==> config.mk <==
export PLATFORM = sky130hd
export DESIGN_NAME = vga_line_fetch_scheduler_flat
export DESIGN_NICKNAME = d
export VERILOG_FILES = /design/src/rtl/vga_line_fetch_scheduler_if.sv /design/src/rtl/vga_line_fetch_scheduler.sv /design/src/flat_wrapper.sv
export SDC_FILE = /design/constraint.sdc
export NUM_CORES = 1
export LEC_CHECK = 0
export CAP_MARGIN = 20
export CORE_MARGIN = 10
export CORE_UTILIZATION = 43
export CTS_CLUSTER_SIZE = 12
export DETAILED_ROUTE_END_ITERATION = 10
export PLACE_DENSITY = 0.94
export SETUP_SLACK_MARGIN = 0.2
export SYNTH_ARGS = -nofsm -noshare
export SYNTH_HDL_FRONTEND = slang
export SYNTH_SLANG_ARGS = --single-unit
==> constraint.sdc <==
create_clock -name clkIn -period 6.1 [get_ports clkIn]
set_input_delay 1.83 -clock clkIn [delete_from_list [all_inputs] [get_ports clkIn]]
set_output_delay 1.83 -clock clkIn [all_outputs]
set_load 0.1 [all_outputs]
==> src/rtl/vga_line_fetch_scheduler_if.sv <==
// Host, memory and line-buffer bus bundle for vga_line_fetch_scheduler.
// The master modport is the scheduler side; the slave modport is the
// surrounding host / memory / line-buffer side.
// Optional macro VGA_FETCH_HOST_READ_EN adds hostWeIn and hostRdDataOut.
interface vga_line_fetch_scheduler_if #(
  parameter int ADDR_WIDTH = 16,
  parameter int DATA_WIDTH = 32
);
  logic                  hostReqIn;
  logic [ADDR_WIDTH-1:0] hostAddrIn;
  logic [DATA_WIDTH-1:0] hostDataIn;
  logic                  hostAckOut;
`ifdef VGA_FETCH_HOST_READ_EN
  logic                  hostWeIn;
  logic [DATA_WIDTH-1:0] hostRdDataOut;
`endif
  logic [ADDR_WIDTH-1:0] memAddrOut;
  logic [DATA_WIDTH-1:0] memWrDataOut;
  logic                  memRdEnOut;
  logic                  memWrEnOut;
  logic [DATA_WIDTH-1:0] memRdDataIn;
  logic                  lineWrEnOut;
  logic [7:0]            lineWrAddrOut;
  logic [DATA_WIDTH-1:0] lineWrDataOut;
  logic                  lineWrBankOut;
  logic                  lineBankOut;

  modport master (
    input  hostReqIn, hostAddrIn, hostDataIn, memRdDataIn,
`ifdef VGA_FETCH_HOST_READ_EN
    input  hostWeIn,
    output hostRdDataOut,
`endif
    output hostAckOut, memAddrOut, memWrDataOut, memRdEnOut, memWrEnOut,
    output lineWrEnOut, lineWrAddrOut, lineWrDataOut, lineWrBankOut, lineBankOut
  );

  modport slave (
    output hostReqIn, hostAddrIn, hostDataIn, memRdDataIn,
`ifdef VGA_FETCH_HOST_READ_EN
    output hostWeIn,
    input  hostRdDataOut,
`endif
    input  hostAckOut, memAddrOut, memWrDataOut, memRdEnOut, memWrEnOut,
    input  lineWrEnOut, lineWrAddrOut, lineWrDataOut, lineWrBankOut, lineBankOut
  );
endinterface

==> src/rtl/vga_line_fetch_scheduler.sv <==
// Single-port pixel memory scheduler: display line prefetch into the back
// bank of a ping-pong line buffer (high priority) and host writes (low).
// A fetch is triggered at hPos == DISPLAY_WIDTH for the next visible line,
// streams WORDS_PER_LINE reads, and the banks swap at the last pixel of the
// line once the fetched line is ready.
// Optional macro VGA_FETCH_HOST_READ_EN: host reads (hostWeIn = 0) take two
// cycles in HOST and return data on hostRdDataOut together with hostAckOut.
module vga_line_fetch_scheduler #(
  parameter int DISPLAY_WIDTH  = 800,
  parameter int DISPLAY_HEIGHT = 600,
  parameter int H_TOTAL        = 1040,
  parameter int V_TOTAL        = 666,
  parameter int WORDS_PER_LINE = 100,
  parameter int ADDR_WIDTH     = 16,
  parameter int DATA_WIDTH     = 32
) (
  input  logic                        clkIn,
  input  logic                        rstIn,
  input  logic [15:0]                 hPosIn,
  input  logic [15:0]                 vPosIn,
  vga_line_fetch_scheduler_if.master  bus,
  output logic                        fetchUnderrunOut
);

  localparam logic [7:0]            LAST_WORD = 8'(WORDS_PER_LINE - 1);
  localparam logic [ADDR_WIDTH-1:0] LINE_STEP = ADDR_WIDTH'(WORDS_PER_LINE);
  localparam logic [DATA_WIDTH-1:0] DATA_ZERO = '0;

  typedef enum logic [2:0] {
    IDLE,
    FETCH,
    DRAIN,
    HOST
`ifdef VGA_FETCH_HOST_READ_EN
    , HOST_RD
`endif
  } state_t;

  state_t                state;
  state_t                stateNext;
  logic                  pending;
  logic                  ready;
  logic                  bank;
  logic                  underrun;
  logic [7:0]            wordCnt;
  logic [ADDR_WIDTH-1:0] baseAddr;
  logic [ADDR_WIDTH-1:0] fetchBase;
  logic                  lineWrEnQ;
  logic [7:0]            lineWrAddrQ;

  logic                  trigger;
  logic                  targetZero;
  logic                  fetchBusy;
  logic                  triggerAccept;
  logic                  bankSwap;

  logic                  memRdEn;
  logic                  memWrEn;
  logic [ADDR_WIDTH-1:0] memAddr;
  logic [DATA_WIDTH-1:0] memWrData;
  logic                  hostAck;
`ifdef VGA_FETCH_HOST_READ_EN
  logic [DATA_WIDTH-1:0] hostRdData;
`endif

  // Decode the fetch trigger and decide whether it is accepted or an underrun
  always_comb begin
    targetZero    = (vPosIn == 16'(V_TOTAL - 1));
    trigger       = (hPosIn == 16'(DISPLAY_WIDTH)) &&
                    ((({1'b0, vPosIn} + 17'd1) < 17'(DISPLAY_HEIGHT)) || targetZero);
    fetchBusy     = (state == FETCH) || (state == DRAIN);
    triggerAccept = trigger && !fetchBusy && !pending;
    bankSwap      = (hPosIn == 16'(H_TOTAL - 1)) && ready;
  end

  // State register
  always_ff @(posedge clkIn or posedge rstIn) begin
    if (rstIn) state <= IDLE;
    else       state <= stateNext;
  end

  // Next-state and memory-port decode; a fresh trigger in IDLE beats the host
  always_comb begin
    stateNext = state;
    memRdEn   = 1'b0;
    memWrEn   = 1'b0;
    memAddr   = '0;
    memWrData = DATA_ZERO;
    hostAck   = 1'b0;
`ifdef VGA_FETCH_HOST_READ_EN
    hostRdData = DATA_ZERO;
`endif
    unique case (state)
      IDLE: begin
        if (pending || triggerAccept) stateNext = FETCH;
        else if (bus.hostReqIn)       stateNext = HOST;
      end
      FETCH: begin
        memRdEn = 1'b1;
        memAddr = fetchBase + ADDR_WIDTH'(wordCnt);
        if (wordCnt == LAST_WORD) stateNext = DRAIN;
      end
      DRAIN: begin
        stateNext = IDLE;
      end
      HOST: begin
        memAddr = bus.hostAddrIn;
`ifdef VGA_FETCH_HOST_READ_EN
        if (bus.hostWeIn) begin
          memWrEn   = 1'b1;
          memWrData = bus.hostDataIn;
          hostAck   = 1'b1;
          stateNext = IDLE;
        end else begin
          memRdEn   = 1'b1;
          stateNext = HOST_RD;
        end
`else
        memWrEn   = 1'b1;
        memWrData = bus.hostDataIn;
        hostAck   = 1'b1;
        stateNext = IDLE;
`endif
      end
`ifdef VGA_FETCH_HOST_READ_EN
      HOST_RD: begin
        hostAck    = 1'b1;
        hostRdData = bus.memRdDataIn;
        stateNext  = IDLE;
      end
`endif
      default: stateNext = IDLE;
    endcase
  end

  // Pending flag holds an accepted trigger until IDLE can start the fetch
  always_ff @(posedge clkIn or posedge rstIn) begin
    if (rstIn)              pending <= 1'b0;
    else if (state == IDLE) pending <= 1'b0;
    else if (triggerAccept) pending <= 1'b1;
  end

  // Word counter restarts in IDLE and steps once per issued read
  always_ff @(posedge clkIn or posedge rstIn) begin
    if (rstIn)               wordCnt <= '0;
    else if (state == IDLE)  wordCnt <= '0;
    else if (state == FETCH) wordCnt <= wordCnt + 8'd1;
  end

  // Line start addresses: next line is one line step on, line 0 restarts at 0
  always_ff @(posedge clkIn or posedge rstIn) begin
    if (rstIn) begin
      fetchBase <= '0;
      baseAddr  <= '0;
    end else begin
      if (triggerAccept) fetchBase <= targetZero ? '0 : baseAddr + LINE_STEP;
      if (state == DRAIN) baseAddr <= fetchBase;
    end
  end

  // Ready marks a completed line; the bank swap consumes it at end of line
  always_ff @(posedge clkIn or posedge rstIn) begin
    if (rstIn) begin
      ready <= 1'b0;
      bank  <= 1'b0;
    end else begin
      if (state == DRAIN) ready <= 1'b1;
      else if (bankSwap)  ready <= 1'b0;
      if (bankSwap) bank <= ~bank;
    end
  end

  // Sticky underrun: a trigger arrived while the previous one was still owed
  always_ff @(posedge clkIn or posedge rstIn) begin
    if (rstIn)                             underrun <= 1'b0;
    else if (trigger && (fetchBusy || pending)) underrun <= 1'b1;
  end

  // Line-buffer write strobe and index trail each fetch read by one cycle
  always_ff @(posedge clkIn or posedge rstIn) begin
    if (rstIn) begin
      lineWrEnQ   <= 1'b0;
      lineWrAddrQ <= '0;
    end else begin
      lineWrEnQ   <= (state == FETCH);
      lineWrAddrQ <= (state == FETCH) ? wordCnt : 8'd0;
    end
  end

  assign bus.memRdEnOut    = memRdEn;
  assign bus.memWrEnOut    = memWrEn;
  assign bus.memAddrOut    = memAddr;
  assign bus.memWrDataOut  = memWrData;
  assign bus.hostAckOut    = hostAck;
`ifdef VGA_FETCH_HOST_READ_EN
  assign bus.hostRdDataOut = hostRdData;
`endif
  assign bus.lineWrEnOut   = lineWrEnQ;
  assign bus.lineWrAddrOut = lineWrAddrQ;
  assign bus.lineWrDataOut = lineWrEnQ ? bus.memRdDataIn : DATA_ZERO;
  assign bus.lineBankOut   = bank;
  assign bus.lineWrBankOut = ~bank;
  assign fetchUnderrunOut  = underrun;

endmodule
==> src/flat_wrapper.sv <==
// flat-port wrapper written by rule: the top's interface ports become plain ports
module vga_line_fetch_scheduler_flat 
#(
  parameter int DISPLAY_WIDTH  = 800,
  parameter int DISPLAY_HEIGHT = 600,
  parameter int H_TOTAL        = 1040,
  parameter int V_TOTAL        = 666,
  parameter int WORDS_PER_LINE = 100,
  parameter int ADDR_WIDTH     = 16,
  parameter int DATA_WIDTH     = 32
)
  (clkIn, rstIn, hPosIn, vPosIn, fetchUnderrunOut, bus_hostReqIn, bus_hostAddrIn, bus_hostDataIn, bus_memRdDataIn, bus_hostAckOut, bus_memAddrOut, bus_memWrDataOut, bus_memRdEnOut, bus_memWrEnOut, bus_lineWrEnOut, bus_lineWrAddrOut, bus_lineWrDataOut, bus_lineWrBankOut, bus_lineBankOut);
  vga_line_fetch_scheduler_if #(.ADDR_WIDTH(ADDR_WIDTH), .DATA_WIDTH(DATA_WIDTH)) bus_i ();
  input  logic clkIn;
  input  logic rstIn;
  input  logic [15:0] hPosIn;
  input  logic [15:0] vPosIn;
  output logic fetchUnderrunOut;
  input wire logic [$bits(bus_i.hostReqIn)-1:0] bus_hostReqIn;
  input wire logic [$bits(bus_i.hostAddrIn)-1:0] bus_hostAddrIn;
  input wire logic [$bits(bus_i.hostDataIn)-1:0] bus_hostDataIn;
  input wire logic [$bits(bus_i.memRdDataIn)-1:0] bus_memRdDataIn;
  output wire logic [$bits(bus_i.hostAckOut)-1:0] bus_hostAckOut;
  output wire logic [$bits(bus_i.memAddrOut)-1:0] bus_memAddrOut;
  output wire logic [$bits(bus_i.memWrDataOut)-1:0] bus_memWrDataOut;
  output wire logic [$bits(bus_i.memRdEnOut)-1:0] bus_memRdEnOut;
  output wire logic [$bits(bus_i.memWrEnOut)-1:0] bus_memWrEnOut;
  output wire logic [$bits(bus_i.lineWrEnOut)-1:0] bus_lineWrEnOut;
  output wire logic [$bits(bus_i.lineWrAddrOut)-1:0] bus_lineWrAddrOut;
  output wire logic [$bits(bus_i.lineWrDataOut)-1:0] bus_lineWrDataOut;
  output wire logic [$bits(bus_i.lineWrBankOut)-1:0] bus_lineWrBankOut;
  output wire logic [$bits(bus_i.lineBankOut)-1:0] bus_lineBankOut;
  assign bus_i.hostReqIn = bus_hostReqIn;
  assign bus_i.hostAddrIn = bus_hostAddrIn;
  assign bus_i.hostDataIn = bus_hostDataIn;
  assign bus_i.memRdDataIn = bus_memRdDataIn;
  assign bus_hostAckOut = bus_i.hostAckOut;
  assign bus_memAddrOut = bus_i.memAddrOut;
  assign bus_memWrDataOut = bus_i.memWrDataOut;
  assign bus_memRdEnOut = bus_i.memRdEnOut;
  assign bus_memWrEnOut = bus_i.memWrEnOut;
  assign bus_lineWrEnOut = bus_i.lineWrEnOut;
  assign bus_lineWrAddrOut = bus_i.lineWrAddrOut;
  assign bus_lineWrDataOut = bus_i.lineWrDataOut;
  assign bus_lineWrBankOut = bus_i.lineWrBankOut;
  assign bus_lineBankOut = bus_i.lineBankOut;
  vga_line_fetch_scheduler #(.DISPLAY_WIDTH(DISPLAY_WIDTH), .DISPLAY_HEIGHT(DISPLAY_HEIGHT), .H_TOTAL(H_TOTAL), .V_TOTAL(V_TOTAL), .WORDS_PER_LINE(WORDS_PER_LINE), .ADDR_WIDTH(ADDR_WIDTH), .DATA_WIDTH(DATA_WIDTH)) u_core (.clkIn(clkIn), .rstIn(rstIn), .hPosIn(hPosIn), .vPosIn(vPosIn), .bus(bus_i), .fetchUnderrunOut(fetchUnderrunOut));
endmodule
==> impl_metrics.env, run 1 <==
export IMPL_dr_first_iter_drc_count=289
export IMPL_p_clk_frac=0.312
export IMPL_cp_end_kind="output port"
export IMPL_fmaxAchievable_ghz=0.210
export IMPL_fill_cells=662
export IMPL_cts_resized=0
export IMPL_initial_utilization=0.440
export IMPL_r2r_start="u_core.state[0]$_DFFE_PP0P_"
export IMPL_syn_inst=415
export IMPL_reg2reg_depth=5
export IMPL_ys_types=54
export IMPL_criticalPathCategory="reg -> out"
export IMPL_cts_buffer_depth=2
export IMPL_antenna_found_initial=0
export IMPL_numCtsBuffers=5
export IMPL_combPwrFrac=0.243
export IMPL_n_antenna_cell=0
export IMPL_cp_arrival_ns=2.93
export IMPL_power_per_cell_area_nw_per_um2=138
export IMPL_final_cells=725
export IMPL_cts_hold_repair_buffers=0
export IMPL_drc=0
export IMPL_holdPathStages=2
export IMPL_ant_nets=0
export IMPL_grt_pass1_wl_um=20700
export IMPL_avgSynthCellArea_um2=9.24
export IMPL_met3_usage=0.0351
export IMPL_avgRoutedWirePerCell_um=18.4
export IMPL_port_buffers=209
export IMPL_cts_tree="done"
export IMPL_status="finished clean"
export IMPL_clk_pin_slew_ns=0.10
export IMPL_start_kind="flop"
export IMPL_grt_util_met2=0.386
export IMPL_dieArea_um2=13100
export IMPL_via_count=3859
export IMPL_synthesis_nets=545
export IMPL_cp_data_required_time_ns=4.27
export IMPL_pwr_share_seq=0.446
export IMPL_tightest_slew_ns=1.00
export IMPL_boundaryPins=210
export IMPL_synthArstFlopShare=1.00
export IMPL_finalHoldViolCount=0
export IMPL_overflow=0
export IMPL_max_cap_viol_count=0
export IMPL_root_buffer="clkbuf_8"
export IMPL_finalSetupViolCount=0
export IMPL_via_per_inst=5.32
export IMPL_drive_above_1_share=0.209
export IMPL_drt_pre_antenna_iters=5
export IMPL_fin_util=0.679
export IMPL_grt_usage=0.190
export IMPL_rsz0062_at_grt="false"
export IMPL_final_cell_mix="129 x clkdlybuf4s50_1, 83 x buf_4, 72 x and2_1"
export IMPL_crit_path_end="bus_memAddrOut[12]"
export IMPL_synth_ff_latch_count=55
export IMPL_tns_ns=0
export IMPL_grt_busiest_layer="met2"
export IMPL_die_h_um=114
export IMPL_synth_top_flop_cell="dfrtp_1"
export IMPL_fin_crit_sh=0.780
export IMPL_die_w_um=114
export IMPL_p_int_uw=586
export IMPL_area_growth_pct=54.5
export IMPL_core_um2=8720
export IMPL_grt_pass1_vias=3998
export IMPL_min_path_type="reg -> reg"
export IMPL_htreeDepth=2
export IMPL_synth_area_um2=3830
export IMPL_drt_total_wl_um=13300
export IMPL_ys_seq_area_frac=0.359
export IMPL_drv_slew=0
export IMPL_slew_headroom=0.330
export IMPL_dpl_cell_count=716
export IMPL_fin_hold_ws_ns=0.491
export IMPL_vdd_drop_max_uv=102
export IMPL_cp_startpoint="u_core.wordCnt[0]$_DFFE_PP0P_"
export IMPL_clock_sinks=55
export IMPL_critPathMaxFanout=8
export IMPL_finalWorstPathRequiredPeriod_ns=4.76
export IMPL_nets=746
export IMPL_p_total_uw=818
export IMPL_post_cts_buffers=0
export IMPL_synth_edf_count=0
export IMPL_gp_congestion=0.811
export IMPL_p_sw_uw=232
export IMPL_grt_max_degree=56
export IMPL_hpwl_um=11100
export IMPL_clock_latency_ns=0.30
export IMPL_final_common_cell="clkdlybuf4s50_1"
export IMPL_r2r_end="u_core.fetchBase[14]$_DFFE_PP0P_"
export IMPL_finClkSkew_ns=0.00669
export IMPL_grtUsageMet1=0.192
export IMPL_p_leak_uw=0.00272
export IMPL_switching_share=0.284
export IMPL_reg2reg_slack_ns=3.71
export IMPL_ys_warnings_count=0
export IMPL_rows=34
cells in the mapped netlist, drive strengths merged (7+ instances only):
library cell,n,area [µm²]
and2,72,450
dfrtp,55,1380
nor2,38,150
mux2,29,353
nand2,28,105
nand3,16,80.1
ha,14,175
inv,14,52.6
clkbuf,13,48.8
o21ai,12,60.1
a21oi,11,55.1
xnor2,11,96.3
xor2,9,78.8
or3,7,43.8
registers in the layout, summed over array words and instances (netlist names):
| register | count |
|---|---|
| u_core.baseAddr | 16 |
| u_core.bus.lineWrAddrOut | 8 |
| u_core.state | 2 |
| u_core.fetchUnderrunOut | 1 |
| u_core.pending | 1 |
| u_core.bus.lineWrEnOut | 1 |
| u_core.wordCnt | 8 |
| u_core.ready | 1 |
| u_core.fetchBase | 16 |
| u_core.bus.lineBankOut | 1 |
power groups by stage:
stage	Clock, µW	Sequential, µW	Combinational (µW)
4_1_cts	261	364	198
5_1_grt	279	364	207
3_5_place_dp	0	372	198
3_3_place_gp	0	372	195
2_1_floorplan	0	372	100
6_report	255	364	198
layer usage:
metal	part of all wire	wire, µm
met5	0	0
met4	0.010	140
met3	0.068	904
met2	0.58	7740
met1	0.34	4560
worst min path at each step:
stage,start,endpoint
2_1_floorplan,u_core.ready$_DFFE_PP0P_,u_core.ready$_DFFE_PP0P_
3_3_place_gp,u_core.fetchUnderrunOut$_DFFE_PP0P_,u_core.fetchUnderrunOut$_DFFE_PP0P_
3_5_place_dp,u_core.ready$_DFFE_PP0P_,u_core.ready$_DFFE_PP0P_
4_1_cts,u_core.ready$_DFFE_PP0P_,u_core.ready$_DFFE_PP0P_
5_1_grt,u_core.ready$_DFFE_PP0P_,u_core.ready$_DFFE_PP0P_
6_report,u_core.fetchUnderrunOut$_DFFE_PP0P_,u_core.fetchUnderrunOut$_DFFE_PP0P_
logic make-up after synthesis:
kind of cell | after synthesis | synth area share
compound gates | 59 | 0.112
xor+xnor | 20 | 0.0457
fa+ha+maj | 15 | 0.0509
flops | 55 | 0.359
buf+inv | 33 | 0.0398
mux | 33 | 0.102
simple gates | 200 | 0.290
per-stage QoR:
stage | worst slack, ns | cell area [µm²]
floorplan | 0.285 | 3830
global placement | 1.49 | 5780
detailed placement | 1.46 | 5780
CTS | 1.36 | 5910
global route | 1.16 | 5930
finish | 1.34 | 5930
cell type report:
cell class	count	area, µm²	area share
inverters	14	52.6	0.00887
multi-input cells	327	2310	0.389
flip-flops and latches	55	1380	0.232
well taps	108	135	0.0228
repair buffers	213	1930	0.326
clock inverters	2	38.8	0.00655
clock buffers	6	82.6	0.0139
worst max-delay path, cell delays in order, from the launching register on:
cell and delay [ns]:
dfrtp_1 0.46, ha_1 0.24, fa_1 0.40, a21oi_1 0.18
o21ai_0 0.15, a21oi_1 0.49, o311ai_0 0.25, nand3_1 0.13
buf_4 0.30
Note: power is estimated with default switching activity, not from simulation.
==> inputs of run 2 (changes only) <==
- CORE_UTILIZATION: 43 -> 40
- PLACE_DENSITY: 0.94 -> 0.88
- clock period: 6.1 -> 4.8 ns (I/O delays scaled with it)
==> run 2 against run 1 <==
Via count is 0.78% lower; sequential power is 27% higher; critical path depth stayed put; die area is 6.2% higher; combinational power is 28% higher; highest routed layer unchanged; clock power hardly changed; wire length is 1.4% higher; final cell count is 2.9% higher; first-iteration DRC count is 35% lower; global-route usage is 0.45 points lower; final area is 1.8% higher; clock skew is 0.0026 ns higher.
==> impl_metrics.env, run 2 (same netlist as run 1, synthesis figures left out) <==
export IMPL_drive_above_1_share=0.212
export IMPL_cp_data_required_time_ns=3.36
export IMPL_drc=0
export IMPL_slew_headroom=0.320
export IMPL_antenna_found_initial=0
export IMPL_final_cells=746
export IMPL_fin_util=0.650
export IMPL_max_cap_viol_count=0
export IMPL_fin_crit_sh=0.928
export IMPL_fmaxAchievable_ghz=0.225
export IMPL_n_antenna_cell=0
export IMPL_clock_sinks=55
export IMPL_grt_pass1_wl_um=21600
export IMPL_core_um2=9280
export IMPL_fill_cells=722
export IMPL_final_common_cell="clkdlybuf4s50_1"
export IMPL_cts_resized=0
export IMPL_grt_max_degree=56
export IMPL_combPwrFrac=0.260
export IMPL_pwr_share_seq=0.476
export IMPL_die_h_um=118
export IMPL_cpLargestDelayFamily="compound AO/OA/AOI/OAI gates"
export IMPL_crit_chain="ha_1 -> fa_1 -> a21oi_1 -> o21ai_0 -> a21oi_1 -> nor3_1 -> o31ai_1 -> buf_12"
export IMPL_via_count=3829
export IMPL_critPathMaxFanout=8
export IMPL_drt_total_wl_um=13500
export IMPL_grt_pass1_vias=3940
export IMPL_numCtsBuffers=5
export IMPL_tightest_slew_ns=1.02
export IMPL_status="finished clean"
export IMPL_min_path_type="reg -> reg"
export IMPL_clk_pin_slew_ns=0.10
export IMPL_reg2reg_slack_ns=2.62
export IMPL_drv_slew=0
export IMPL_nets=746
export IMPL_cp_arrival_ns=3.01
export IMPL_rsz0062_at_grt="false"
export IMPL_cts_hold_repair_buffers=0
export IMPL_boundaryPins=210
export IMPL_wl_met1_um=5130
export IMPL_htreeDepth=2
export IMPL_dr_first_iter_drc_count=187
export IMPL_area_growth_pct=57.3
export IMPL_p_sw_uw=294
export IMPL_clock_latency_ns=0.31
export IMPL_via_per_inst=5.13
export IMPL_cp_slowest_cell="a21oi_1"
export IMPL_finalHoldViolCount=0
export IMPL_drt_pre_antenna_iters=4
export IMPL_finalSetupViolCount=0
export IMPL_switching_share=0.302
export IMPL_dieArea_um2=13900
export IMPL_cts_tree="done"
export IMPL_port_buffers=209
export IMPL_post_cts_buffers=0
export IMPL_p_clk_frac=0.264
export IMPL_hp_start="u_core.fetchUnderrunOut$_DFFE_PP0P_"
export IMPL_max_stage_delay_ns=0.51
export IMPL_die_w_um=118
export IMPL_avgRoutedWirePerCell_um=18.1
export IMPL_finClkSkew_ns=0.00930
export IMPL_cts_buffer_depth=2
export IMPL_path_common_cell="a21oi_1"
export IMPL_largestRegisters="u_core.baseAddr: 16 flops, u_core.fetchBase: 16 flops"
export IMPL_finalWorstPathRequiredPeriod_ns=4.45
export IMPL_initial_utilization=0.413
export IMPL_root_buffer="clkbuf_8"
export IMPL_layout_setup_ws_ns=0.347
export IMPL_wl_met2_um=7550
export IMPL_pre_cts_slack_ns=0.730
export IMPL_highest_layer="met4"
export IMPL_power_per_cell_area_nw_per_um2=161
export IMPL_overflow=0
export IMPL_grt_usage=0.186
export IMPL_p_leak_uw=0.00273
export IMPL_dpl_cell_count=737
export IMPL_p_int_uw=678
export IMPL_rows=35
export IMPL_ant_nets=0
export IMPL_vdd_drop_max_uv=101
export IMPL_worst_path_buf_inv=1
export IMPL_wl_met3_um=769
export IMPL_r2r_start="u_core.state[0]$_DFFE_PP0P_"
export IMPL_start_kind="flop"
export IMPL_gp_congestion=0.901
export IMPL_cp_startpoint="u_core.wordCnt[0]$_DFFE_PP0P_"
export IMPL_final_cell_mix="126 x clkdlybuf4s50_1, 77 x buf_4, 72 x and2_1"
export IMPL_cp_end_kind="output port"
export IMPL_criticalPathCategory="reg -> out"
export IMPL_hpwl_um=11400
==> run 2: changes by cell type in the layout (fill, tap and decap cells not counted), sizes merged <==
cell           previous run  this run
buf                      84        87
bufinv                    1         0
clkbuf                    6         7
clkdlybuf4s50           129       126
==> run 2: worst paths after layout <==
kind	end	cells after the start
max in group asynchronous	u_core.baseAddr[13]$_DFFE_PP0P_	3
min	u_core.fetchUnderrunOut$_DFFE_PP0P_	2
max	bus_memAddrOut[8]	8
min reg2reg	u_core.fetchUnderrunOut$_DFFE_PP0P_	2
min in group asynchronous	u_core.bus.lineWrAddrOut[1]$_DFF_PP0_	2
max reg2reg	u_core.fetchBase[10]$_DFFE_PP0P_	5
==> run 2: layer usage <==
| metal | up-vias | track usage |
|---|---|---|
| met3 | 9 | 0.0331 |
| met1 | 1823 | 0.200 |
| met5 | - | 0 |
| met2 | 137 | 0.367 |
| met4 | 0 | 0.0301 |
| li1 | 1860 | - |
==> run 2: worst min-delay path: stages, from the launching register on <==
cell     delay [ns]
dfrtp_1        0.36
inv_1          0.05
o31ai_1        0.05
==> run 2: layout make-up <==
type	count	area, µm²	share of cell area
multi-input combinational	327	2320	0.384
sequential	55	1380	0.228
clock buffer	7	76.3	0.0127
tap	129	161	0.0268
timing repair buffer	213	2040	0.338
inverter	14	52.6	0.00871
clock inverter	1	8.76	0.00145
==> run 2: power by group through the flow <==
stage / Sequential, µW / Combinational, µW / Clock (µW)
after floorplan: 472 / 127 / 0
after global placement: 472 / 250 / 0
after detailed placement: 472 / 252 / 0
after CTS: 463 / 253 / 264
after global routing: 463 / 264 / 280
final: 463 / 253 / 256
==> run 2: stage by stage <==
stage          hold WS [ns]  setup TNS [ns]  instance area, µm²  power, µW
2_1_floorplan         0.449          -0.965                3850        599
3_3_place_gp          0.459               0                5930        722
3_5_place_dp          0.473               0                5930        724
4_1_cts               0.496               0                6010        980
5_1_grt               0.502               0                6030       1010
6_report              0.489               0                6030        972
==> inputs of run 3 (changes only) <==
- CELL_PAD_IN_SITES_DETAIL_PLACEMENT: not set -> 0
- CELL_PAD_IN_SITES_GLOBAL_PLACEMENT: not set -> 1
- CORE_UTILIZATION: 40 -> 28
- PLACE_DENSITY: 0.88 -> 0.87
==> run 3 against run 2 <==
Final area is 2.6% higher; critical endpoint unchanged; sequential power hardly changed; final cell count is 6.3% higher; clock-buffer cell count is 1 lower; power is 13% higher; hold slack worse by 0.0090 ns.
==> impl_metrics.env, run 3 (same netlist as run 1, synthesis figures left out) <==
export IMPL_status="finished clean"
export IMPL_hp_start="u_core.fetchUnderrunOut$_DFFE_PP0P_"
export IMPL_die_h_um=137
export IMPL_ant_nets=0
export IMPL_cts_buffer_depth=2
export IMPL_start_kind="flop"
export IMPL_slew_headroom=0.339
export IMPL_n_antenna_cell=0
export IMPL_pre_cts_slack_ns=0.670
export IMPL_cp_arrival_ns=2.91
export IMPL_rsz0062_at_grt="false"
export IMPL_initial_utilization=0.287
export IMPL_hpwl_um=11300
export IMPL_p_leak_uw=0.00277
export IMPL_root_buffer="clkbuf_16"
export IMPL_boundaryPins=210
export IMPL_rows=42
export IMPL_cts_tree="done"
export IMPL_critPathMaxFanout=8
export IMPL_power_per_cell_area_nw_per_um2=178
export IMPL_clock_sinks=55
export IMPL_gp_congestion=0.944
export IMPL_antenna_found_initial=0
export IMPL_final_cell_mix="126 x clkdlybuf4s50_1, 74 x buf_4, 72 x and2_1"
export IMPL_drt_pre_antenna_iters=4
export IMPL_finClkSkew_ns=0.00791
export IMPL_fmaxAchievable_ghz=0.230
export IMPL_finalHoldViolCount=0
export IMPL_dieArea_um2=18800
export IMPL_grt_usage=0.137
export IMPL_grt_pass1_vias=3856
export IMPL_cts_hold_repair_buffers=0
export IMPL_holdPathStages=2
export IMPL_clock_latency_ns=0.30
export IMPL_criticalPathCategory="reg -> out"
export IMPL_vdd_drop_max_uv=143
export IMPL_cts_resized=0
export IMPL_overflow=0
export IMPL_htreeDepth=2
export IMPL_dr_first_iter_drc_count=344
export IMPL_grt_pass1_wl_um=20700
export IMPL_cp_data_required_time_ns=3.36
export IMPL_finalSetupViolCount=0
export IMPL_reg2reg_depth=5
export IMPL_fin_util=0.464
export IMPL_layout_setup_ws_ns=0.447
export IMPL_tns_ns=0
export IMPL_max_cap_viol_count=0
export IMPL_drv_slew=0
export IMPL_grt_max_degree=51
export IMPL_drc=0
export IMPL_drt_total_wl_um=13500
export IMPL_drive_above_1_share=0.216
export IMPL_cp_end_kind="output port"
export IMPL_final_common_cell="clkdlybuf4s50_1"
export IMPL_clk_pin_slew_ns=0.07
export IMPL_via_per_inst=4.76
export IMPL_tightest_slew_ns=0.988
export IMPL_core_um2=13300
export IMPL_cp_startpoint="u_core.wordCnt[0]$_DFFE_PP0P_"
export IMPL_via_count=3775
export IMPL_numCtsBuffers=5
export IMPL_fill_cells=1226
export IMPL_die_w_um=137
export IMPL_avgRoutedWirePerCell_um=17.0
export IMPL_port_buffers=209
export IMPL_area_growth_pct=61.4
export IMPL_p_total_uw=1100
export IMPL_finalWorstPathRequiredPeriod_ns=4.35
export IMPL_fin_crit_sh=0.907
export IMPL_post_cts_buffers=0
export IMPL_min_path_type="reg -> reg"
export IMPL_largestRegisters="u_core.baseAddr: 16 flops, u_core.fetchBase: 16 flops"
export IMPL_nets=746
export IMPL_r2r_start="u_core.state[0]$_DFFE_PP0P_"
run 3: changes by cell type in the layout (fill, tap and decap cells not counted):
cell and delta:
buf_12 +2, buf_4 -3, clkbuf_1 -2, clkbuf_16 +5, clkbuf_4 +1, clkbuf_8 -4, clkinvlp_4 +1, inv_6 -1
inv_8 +1
run 3: through the flow:
step	cells	hold slack (ns)	area, µm²
after global routing	793	0.508	6190
after global placement	784	0.457	6020
after detailed placement	784	0.470	6020
final	793	0.480	6190
after floorplan	415	0.449	3850
after CTS	792	0.488	6180
run 3: power breakdown:
part / internal [µW] / total, µW / leakage [µW] / switching (µW)
clock: 212 / 385 / 0.0000750 / 173
combinational: 108 / 251 / 0.00200 / 143
sequential: 463 / 463 / 0.000694 / 0
run 3: layer usage:
layer	wire length [µm]	track usage	vias up
met1	5020	0.149	1773
li1	-	-	1850
met2	7000	0.256	139
met3	1240	0.0341	13
met5	0	0	-
met4	202	0.0392	0
run 3: path summary, 6_finish.rpt:
check / slack [ns] / end
min reg2reg: 0.48 / u_core.fetchUnderrunOut$_DFFE_PP0P_
max in group asynchronous: 2.45 / u_core.baseAddr[0]$_DFFE_PP0P_
max: 0.45 / bus_memAddrOut[8]
min: 0.48 / u_core.fetchUnderrunOut$_DFFE_PP0P_
max reg2reg: 2.59 / u_core.fetchBase[12]$_DFFE_PP0P_
min in group asynchronous: 1.61 / u_core.bus.lineWrAddrOut[0]$_DFF_PP0_
run 3: area by class of cell:
class / count / area [µm²] / area share
multi-input cells: 327 / 2320 / 0.375
inverters: 14 / 52.6 / 0.00849
flip-flops and latches: 55 / 1380 / 0.222
clock buffers: 6 / 139 / 0.0224
well taps: 176 / 220 / 0.0356
clock inverters: 2 / 18.8 / 0.00303
repair buffers: 213 / 2060 / 0.334
run 3: critical path: stages, from the launching register on:
cell and delay, ns:
dfrtp_1 0.45, ha_1 0.24, fa_1 0.41, a21oi_1 0.20, o21ai_0 0.15, a21oi_1 0.44, nor3_1 0.10, o31ai_1 0.39
buf_12 0.23
